$ cat config.mk
export PLATFORM = sky130hd
export DESIGN_NAME = taho_monitor_flat
export DESIGN_NICKNAME = d
export VERILOG_FILES = /design/src/rtl/taho_monitor_if.sv /design/src/rtl/taho_monitor.sv /design/src/flat_wrapper.sv
export SDC_FILE = /design/constraint.sdc
export NUM_CORES = 1
export LEC_CHECK = 0
export ABC_AREA = 0
export ABC_CLOCK_PERIOD_IN_PS = 2700
export CAP_MARGIN = 20
export CORE_ASPECT_RATIO = 0.75
export CORE_UTILIZATION = 53
export CTS_CLUSTER_SIZE = 8
export DETAILED_ROUTE_END_ITERATION = 10
export PLACE_DENSITY = 0.81
export SLEW_MARGIN = 20
export SYNTH_ARGS = -nofsm -noshare
export SYNTH_HDL_FRONTEND = slang
export SYNTH_SLANG_ARGS = --single-unit
$ cat constraint.sdc
create_clock -name clock -period 2.7 [get_ports clock]
set_clock_uncertainty 0.2 [all_clocks]
set_input_delay 0.54 -clock clock [delete_from_list [all_inputs] [get_ports clock]]
set_output_delay 0.54 -clock clock [all_outputs]
set_load 0.05 [all_outputs]
$ cat src/rtl/taho_monitor_if.sv
// Status and limit bundle between the tacho monitor and its host.
// master drives the window gate, sample and limits; slave publishes results.
interface taho_monitor_if;
    logic        sec;
    logic [15:0] freq;
    logic [15:0] lim_hi;
    logic [15:0] lim_lo;
    logic        fault_clr;
    logic [15:0] avg_freq;
    logic        valid;
    logic        over;
    logic        under;
    logic        stall;
    logic        fault;

    modport master (
        output sec, freq, lim_hi, lim_lo, fault_clr,
        input  avg_freq, valid, over, under, stall, fault
    );

    modport slave (
        input  sec, freq, lim_hi, lim_lo, fault_clr,
        output avg_freq, valid, over, under, stall, fault
    );
endinterface

$ cat src/rtl/taho_monitor.sv
// Tacho monitor: filters the per-second frequency and raises over/under/stall/fault flags.
// Latency: valid in the 3rd cycle after sec falls; no backpressure. Macro TAHO_MONITOR_AVG_EN enables the 4-sample average.
module taho_monitor #(
    parameter int STALL_SEC = 3,
    parameter int HYST      = 16
) (
    input  logic           clock,
    input  logic           reset,
    taho_monitor_if.slave  bus
);

    typedef enum logic [2:0] {IDLE, HIGH, LOAD, CALC, OUT} state_t;

    state_t      state;
    state_t      state_nxt;
    logic [3:0]  zero_cnt;
    logic [15:0] avg_calc;
    logic [15:0] hi_clr_thr;
    logic [16:0] lo_sum;
    logic [15:0] lo_clr_thr;
    logic        over_nxt;
    logic        under_nxt;
    logic        stall_nxt;
    logic        fault_set;

    logic [15:0] avg_q;
    logic        valid_q;
    logic        over_q;
    logic        under_q;
    logic        stall_q;
    logic        fault_q;

    always_ff @(posedge clock or posedge reset) begin
        if (reset) state <= IDLE;
        else       state <= state_nxt;
    end

    always_comb begin
        state_nxt = state;
        case (state)
            IDLE:    if (bus.sec)  state_nxt = HIGH;
            HIGH:    if (!bus.sec) state_nxt = LOAD;
            LOAD:    state_nxt = CALC;
            CALC:    state_nxt = OUT;
            OUT:     state_nxt = IDLE;
            default: state_nxt = IDLE;
        endcase
    end

    // Consecutive zero-frequency windows, based on raw samples rather than the average
    always_ff @(posedge clock or posedge reset) begin
        if (reset) begin
            zero_cnt <= '0;
        end else if (state == LOAD) begin
            if (bus.freq != 16'd0)    zero_cnt <= '0;
            else if (zero_cnt != 4'hF) zero_cnt <= zero_cnt + 4'd1;
        end
    end

`ifdef TAHO_MONITOR_AVG_EN
    logic [3:0][15:0] smp;
    logic [17:0]      sum;

    always_ff @(posedge clock or posedge reset) begin
        if (reset) begin
            smp <= '0;
            sum <= '0;
        end else if (state == LOAD) begin
            smp <= {smp[2:0], bus.freq};
            sum <= sum + {2'b00, bus.freq} - {2'b00, smp[3]};
        end
    end

    assign avg_calc = sum[17:2];
`else
    logic [15:0] last;

    always_ff @(posedge clock or posedge reset) begin
        if (reset)              last <= '0;
        else if (state == LOAD) last <= bus.freq;
    end

    assign avg_calc = last;
`endif

    // Limits are only looked at here, while in CALC, so mid-window changes wait a window
    always_comb begin
        hi_clr_thr = (bus.lim_hi > 16'(HYST)) ? (bus.lim_hi - 16'(HYST)) : 16'd0;
        lo_sum     = {1'b0, bus.lim_lo} + 17'(HYST);
        lo_clr_thr = lo_sum[16] ? 16'hFFFF : lo_sum[15:0];

        over_nxt = over_q;
        if (avg_calc > bus.lim_hi)     over_nxt = 1'b1;
        else if (avg_calc < hi_clr_thr) over_nxt = 1'b0;

        under_nxt = under_q;
        if (bus.lim_lo == 16'd0)        under_nxt = 1'b0;
        else if (avg_calc < bus.lim_lo) under_nxt = 1'b1;
        else if (avg_calc > lo_clr_thr) under_nxt = 1'b0;

        stall_nxt = (zero_cnt >= 4'(STALL_SEC));

        // Alarm setting covers both the edge into OUT and the OUT cycle itself
        fault_set = ((state == CALC) && (over_nxt || stall_nxt)) ||
                    ((state == OUT)  && (over_q   || stall_q));
    end

    always_ff @(posedge clock or posedge reset) begin
        if (reset) begin
            avg_q   <= '0;
            valid_q <= 1'b0;
            over_q  <= 1'b0;
            under_q <= 1'b0;
            stall_q <= 1'b0;
            fault_q <= 1'b0;
        end else begin
            valid_q <= (state == CALC);
            if (state == CALC) begin
                avg_q   <= avg_calc;
                over_q  <= over_nxt;
                under_q <= under_nxt;
                stall_q <= stall_nxt;
            end
            if (fault_set)          fault_q <= 1'b1;
            else if (bus.fault_clr) fault_q <= 1'b0;
        end
    end

    assign bus.avg_freq = avg_q;
    assign bus.valid    = valid_q;
    assign bus.over     = over_q;
    assign bus.under    = under_q;
    assign bus.stall    = stall_q;
    assign bus.fault    = fault_q;

endmodule
$ cat src/flat_wrapper.sv
// flat-port wrapper written by rule: the top's interface ports become plain ports
module taho_monitor_flat 
#(
    parameter int STALL_SEC = 3,
    parameter int HYST      = 16
)
  (clock, reset, bus_sec, bus_freq, bus_lim_hi, bus_lim_lo, bus_fault_clr, bus_avg_freq, bus_valid, bus_over, bus_under, bus_stall, bus_fault);
  taho_monitor_if bus_i ();
  input  logic clock;
  input  logic reset;
  input wire logic [$bits(bus_i.sec)-1:0] bus_sec;
  input wire logic [$bits(bus_i.freq)-1:0] bus_freq;
  input wire logic [$bits(bus_i.lim_hi)-1:0] bus_lim_hi;
  input wire logic [$bits(bus_i.lim_lo)-1:0] bus_lim_lo;
  input wire logic [$bits(bus_i.fault_clr)-1:0] bus_fault_clr;
  output wire logic [$bits(bus_i.avg_freq)-1:0] bus_avg_freq;
  output wire logic [$bits(bus_i.valid)-1:0] bus_valid;
  output wire logic [$bits(bus_i.over)-1:0] bus_over;
  output wire logic [$bits(bus_i.under)-1:0] bus_under;
  output wire logic [$bits(bus_i.stall)-1:0] bus_stall;
  output wire logic [$bits(bus_i.fault)-1:0] bus_fault;
  assign bus_i.sec = bus_sec;
  assign bus_i.freq = bus_freq;
  assign bus_i.lim_hi = bus_lim_hi;
  assign bus_i.lim_lo = bus_lim_lo;
  assign bus_i.fault_clr = bus_fault_clr;
  assign bus_avg_freq = bus_i.avg_freq;
  assign bus_valid = bus_i.valid;
  assign bus_over = bus_i.over;
  assign bus_under = bus_i.under;
  assign bus_stall = bus_i.stall;
  assign bus_fault = bus_i.fault;
  taho_monitor #(.STALL_SEC(STALL_SEC), .HYST(HYST)) u_core (.clock(clock), .reset(reset), .bus(bus_i));
endmodule
==> metrics.txt, run 1 <==
final setup vio count=2; Multi-input gate area=roughly 2800 µm²; drt total wl=roughly 12000 µm; Total Power=between 4 and 5 mW; Slew Viols, Final=0; Worst EP arrival=a little under 3000 ps; Synth cell types=48; Die Wd=99.1 µm; HPWL Detailed=between 9000 and 10000 µm; R2R setup slack=roughly 300 ps; FMAX=333 MHz; initial antenna violation count=0; mux cell area share after synthesis=0.0534; worst-margin pin slew=631 ps; initial DRC count=around 220; maximum VDD drop=between 0.0007 and 0.0008 V; Ys Warns=0; clock buffer depth=2; Synth Register Bits=44; Vias=slightly above 4000; DRC=0; violated checks=negative setup slack; Die H=74.9 µm; post-layout util=0.816; filler cell count=433; CTS H-tree lvls=2; post-route minimum period=~3000 ps; worst path required time=around 2700 ps; DRT Pass-1 Iters=5; setup ws final=-302 ps; clock slew seen by the registers of the worst setup and hold paths=90 ps; RR Endpoint=u_core.bus.fault$_DFFE_PP0P_; Hold Path End=u_core.bus.avg_freq[13]$_DFFE_PP0P_; Post-Synthesis Cells=442; total CTS buffers=5; vias in the first global route=4104; setup total negative slack=-572 ps; CTS sink cnt=44; Net Count, Synth=about 560; unrepaired setup endpoints after global routing=yes; syn avg cell area=8.49 µm²; DR vias/cell=around 6; maxcap violations=0; non-filler cells, final=688; complex-gate fraction of the synthesized area=0.125; Adder-Cell Fraction of Synth Area=0.223; Seq/Total Area, Yosys=0.294; Inserted Diodes=0; Primary FF master, synth=dfrtp_1; CP Capture Type=flop; worst skew pair latency=about 300 ps; P per Cell Area=roughly 850 nW/µm²; main combinational cell family by area after synthesis=adder cells; Final Hold Viols=0; grt ovf=0; number of synthesized flops with an enable pin=0; die area=7420 µm²; CP Max Fanout=3; Initial Util=0.549; HP Start=u_core.bus.avg_freq[13]$_DFFE_PP0P_; TritonCTS clock tree=built; Slew Limit Headroom=0.578; Synth Area in Simple Gates=0.217; LEAKAGE=approximately 2.7 nW; period utilization=1.11; Worst R2R Start=u_core.avg_calc[3]$_DFFE_PP0P_; row count=26; worst-case reg-to-reg path depth=7; clock root buffer=clkbuf_8; Hold Slack=approximately 280 ps; Total Routing Usage GR=0.332; Syn-to-layout area delta=48.7%; Worst Hold Class=flop to flop; Mapped Area=between 3000 and 4000 µm²; CP Launch Type=primary input; Buffers on Ports=72; storage element area=1100 µm²; dpl cells=about 660; layout cells sized above 1=0.308; Placer Congestion=just over 1; first-pass GRT wire length=about 19000 µm; core area=6830 µm²; Routed Antenna Nets=0; I/O pins=73; largest net degree at the start of global routing=between 40 and 50; kind of critical path=primary input to flop; run status=finished with violations; worst hold stages=2; async set-reset flop share out of synthesis=1.00; Layout Nets=between 700 and 800; average wire per standard cell=roughly 18 µm; XOR/XNOR Fraction of Synth Area=0.0374
registers in the layout, indices dropped and copies added, names as in the netlist:
signal and flops:
u_core.bus.avg_freq 16, u_core.bus.fault 1, u_core.bus.over 1, u_core.bus.valid 1
u_core.zero_cnt 4, u_core.bus.under 1, u_core.state 3, u_core.avg_calc 16
u_core.bus.stall 1
worst max-delay path, cell delays in order:
cell and delay, ps:
buf_8 100, nor4_4 260, a21oi_1 110, or4_4 590, buf_6 160, nand2_2 80
ha_4 210, a211oi_4 300, nand4_1 180, a311oi_2 330, a31oi_1 110
power breakdown:
part	switching, mW	internal [mW]	total [mW]
Sequential	0.355	0.935	1.29
Combinational	1.72	1.32	3.04
Clock	0.236	0.181	0.416
Total	2.31	2.44	4.75
synth_stat cells, drive strengths merged, types with 5 or more instances:
master	n	share of area
a211oi	5	0.010
a21o	8	0.016
a21oi	24	0.032
clkbuf	7	0.0073
dfrtp	44	0.29
ha	67	0.22
inv	41	0.041
mux2	16	0.048
nand2	82	0.082
nand2b	5	0.0083
nand3	11	0.015
nand4	14	0.023
nor2	26	0.026
nor3	8	0.011
nor4	12	0.024
o21ai	16	0.021
xnor2	14	0.033
cells in the final DEF, fill, tap and decap left out, types with 4 or more instances in the layout:
master | Yosys | routed
o21ai_1 | 1 | 5
clkbuf_8 | 0 | 5
nand2_2 | 0 | 6
clkbuf_2 | 1 | 8
a21o_1 | 8 | 8
buf_4 | 0 | 87
xnor2_1 | 14 | 14
buf_2 | 1 | 6
nand2b_1 | 5 | 4
nand2_1 | 82 | 75
nor2_1 | 26 | 25
ha_4 | 0 | 10
nor4_1 | 11 | 7
inv_1 | 41 | 31
nand4_1 | 14 | 14
inv_2 | 0 | 8
clkdlybuf4s50_1 | 0 | 45
dfrtp_1 | 44 | 44
a21oi_2 | 0 | 4
nor3_1 | 8 | 5
o21ai_0 | 15 | 11
nand3_1 | 11 | 10
mux2_2 | 16 | 16
ha_1 | 67 | 56
dlygate4sd2_1 | 0 | 8
a21oi_1 | 24 | 20
area by class of cell:
| class | instances | share of cell area |
|---|---|---|
| clock inverter | 3 | 0.00336 |
| timing repair buffer | 163 | 0.245 |
| clock buffer | 5 | 0.0123 |
| sequential | 44 | 0.197 |
| tap | 84 | 0.0188 |
| multi-input combinational | 348 | 0.495 |
| inverter | 41 | 0.0280 |
logic make-up (layout without fill, tap and decap cells):
kind of cell | Yosys count | in the layout
simple gates | 173 | 173
compound gates | 74 | 74
fa+ha+maj | 67 | 67
buf+inv | 50 | 212
flops | 44 | 44
mux | 18 | 18
xor+xnor | 16 | 16
worst max path at each step:
stage,end,cells after the start,start
global placement,u_core.bus.fault$_DFFE_PP0P_,13,bus_lim_hi[1]
global route,u_core.bus.fault$_DFFE_PP0P_,13,bus_lim_hi[0]
floorplan,u_core.bus.fault$_DFFE_PP0P_,13,bus_lim_hi[1]
finish,u_core.bus.fault$_DFFE_PP0P_,11,bus_lim_hi[0]
CTS,u_core.bus.fault$_DFFE_PP0P_,13,bus_lim_hi[0]
detailed placement,u_core.bus.fault$_DFFE_PP0P_,13,bus_lim_hi[1]
through the flow:
step                      setup slack [ps]  area [µm²]
final                                 -302        5580
after global placement                -891        5190
after detailed placement             -1030        5190
after floorplan                       -353        3890
after global routing                  -414        5580
after CTS                             -242        5450
timing repair:
item / in CTS / in global routing
gates resized for setup: 86 / 37
hold buffers: 0 / 0
setup endpoints to repair: 3 / 3
gates cloned: 1 / 1
setup buffers: 14 / 3
hold endpoints to repair: 0 / 0
pin swaps: 22 / 13
layer usage:
layer | global-route usage | share of wire | vias up
met5 | 0 | 0 | -
met4 | 0.181 | 0.058 | 0
met3 | 0.0696 | 0.068 | 70
met2 | 0.579 | 0.47 | 176
met1 | 0.395 | 0.40 | 1932
li1 | - | - | 1893
(Power assumes the default switching activity.)
==> run 2, diff against run 1 <==
Settings changed: RECOVER_POWER set to 100.
==> metrics.txt, run 2 (synthesized netlist as in run 1, its figures left out) <==
critical path launch point=bus_lim_hi[0]; Total Routing Usage GR=0.332; run status=finished with violations; kind of critical path=primary input to flop; CP Depth=11; storage element area=around 1100 µm²; FMAX=around 330 MHz; CP peak stage delay=about 600 ps; most frequent cells in the layout=83 x buf_4, 75 x nand2_1, 56 x ha_1; post-layout util=0.814; clock slew seen by the registers of the worst setup and hold paths=90 ps; worst-margin pin slew=about 1100 ps; post-route minimum period=between 2000 and 3000 ps; Multi-input gate area=approximately 2800 µm²; TritonCTS clock tree=built; buffers and inverters on the worst path=2; Worst R2R Start=u_core.avg_calc[3]$_DFFE_PP0P_; worst-case reg-to-reg path depth=7; final instance area=roughly 5600 µm²; commonest non-fill, non-tap cell in the layout=buf_4; non-filler cells, final=~700; P per Cell Area=about 840 nW/µm²; core area=~6800 µm²; Die H=~75 µm; layout cells sized above 1=0.300; drt total wl=about 12000 µm; vias in the first global route=4104; worst skew pair latency=300 ps; dpl cells=about 660; Routed Antenna Nets=0; worst path required time=around 2700 ps; clock buffer depth=2; unrepaired setup endpoints after global routing=yes; Placer Congestion=between 1 and 1.5; Buffers on Ports=between 70 and 80; DRC=0; Initial Util=0.549; HP Start=u_core.bus.avg_freq[13]$_DFFE_PP0P_; grt ovf=0; Critical path destination=u_core.bus.fault$_DFFE_PP0P_; period utilization=1.11; maxcap violations=0; CP Max Fanout=3; Cell Chain, Critical Path=buf_8 > nor4_4 > a21oi_1 > or4_4 > buf_6 > nand2_2 > ha_4 > a211oi_4 > nand4_1 > a311oi_2 > a31oi_1; DR vias/cell=a little under 6; family with the most delay on the worst path=simple AND/OR/NAND/NOR gates; Total Power=around 4.7 mW; Slew Limit Headroom=0.285; Final Hold Viols=0; DP Area=5190 µm²; initial DRC count=205; die area=between 7000 and 8000 µm²; setup ws final=-297 ps; initial antenna violation count=0; CP Launch Type=primary input; violated checks=negative setup slack; LEAKAGE=~2.8 nW; Layout Nets=722; row count=26; Worst Hold Class=flop to flop; CTS H-tree lvls=2; largest net degree at the start of global routing=45; RR Endpoint=u_core.bus.fault$_DFFE_PP0P_; CP max-delay cell=or4_4; R2R setup slack=between 200 and 300 ps; Syn-to-layout area delta=48.3%; final setup vio count=2; first-pass GRT wire length=roughly 19000 µm; average wire per standard cell=around 18 µm; DRT Pass-1 Iters=5; Inserted Diodes=0; Die Wd=just under 100 µm; CTS sink cnt=44; CP Capture Type=flop; clock root buffer=clkbuf_8; Slew Viols, Final=0; Worst EP arrival=2970 ps; Vias=4050; HPWL Detailed=9000 µm; maximum VDD drop=between 0.0006 and 0.0007 V; I/O pins=73; total CTS buffers=5; filler cell count=between 400 and 500
## run 2: repair_timing
item | in CTS | in global routing
endpoints found under the setup margin | 3 | 3
hold buffers | 0 | 0
resized for setup | 86 | 37
endpoints found under the hold margin | 0 | 0
buffers inserted | 14 | 3
cloned | 1 | 1
pin swaps | 22 | 13
## run 2: power by group
part / leakage [nW] / total, mW / switching (mW) / internal [mW]
Sequential: 0.550 / 1.28 / 0.345 / 0.934
Clock: 0.0479 / 0.416 / 0.235 / 0.181
Combinational: 2.17 / 2.98 / 1.72 / 1.26
Total: 2.77 / 4.68 / 2.30 / 2.38
## run 2: worst min path at each step
stage	endpoint	slack (ps)	cells past startpoint
2_1_floorplan	u_core.state[1]$_DFFE_PP0P_	250	1
6_report	u_core.bus.avg_freq[13]$_DFFE_PP0P_	280	2
5_1_grt	u_core.bus.avg_freq[6]$_DFFE_PP0P_	300	2
3_3_place_gp	u_core.bus.avg_freq[13]$_DFFE_PP0P_	260	2
3_5_place_dp	u_core.bus.avg_freq[6]$_DFFE_PP0P_	260	2
4_1_cts	u_core.bus.avg_freq[13]$_DFFE_PP0P_	280	2
## run 2: through the flow
stage / worst slack, ps / setup TNS [ps] / hold slack, ps
floorplan: -353 / -691 / 255
global placement: -891 / -2320 / 259
detailed placement: -1030 / -2630 / 262
CTS: -242 / -467 / 283
global route: -414 / -812 / 304
finish: -297 / -562 / 277
## run 2: worst min-delay path: stages (launching register included)
cell and delay [ps]:
dfrtp_1 350, nand2_1 50, nand2_1 50
## run 2: area by class of cell
| cell class | count | share of cell area |
|---|---|---|
| clock buffers | 5 | 0.0124 |
| inverters | 41 | 0.0281 |
| well taps | 84 | 0.0189 |
| repair buffers | 163 | 0.243 |
| clock inverters | 3 | 0.00337 |
| multi-input cells | 348 | 0.496 |
| flip-flops and latches | 44 | 0.198 |
## run 2: metal layers
metal | GRT usage | up-vias | routed length, µm
met5 | 0 | - | 0
met4 | 0.181 | 0 | 680
met3 | 0.0696 | 65 | 837
met2 | 0.579 | 176 | 5780
met1 | 0.395 | 1919 | 4920
li1 | - | 1890 | -
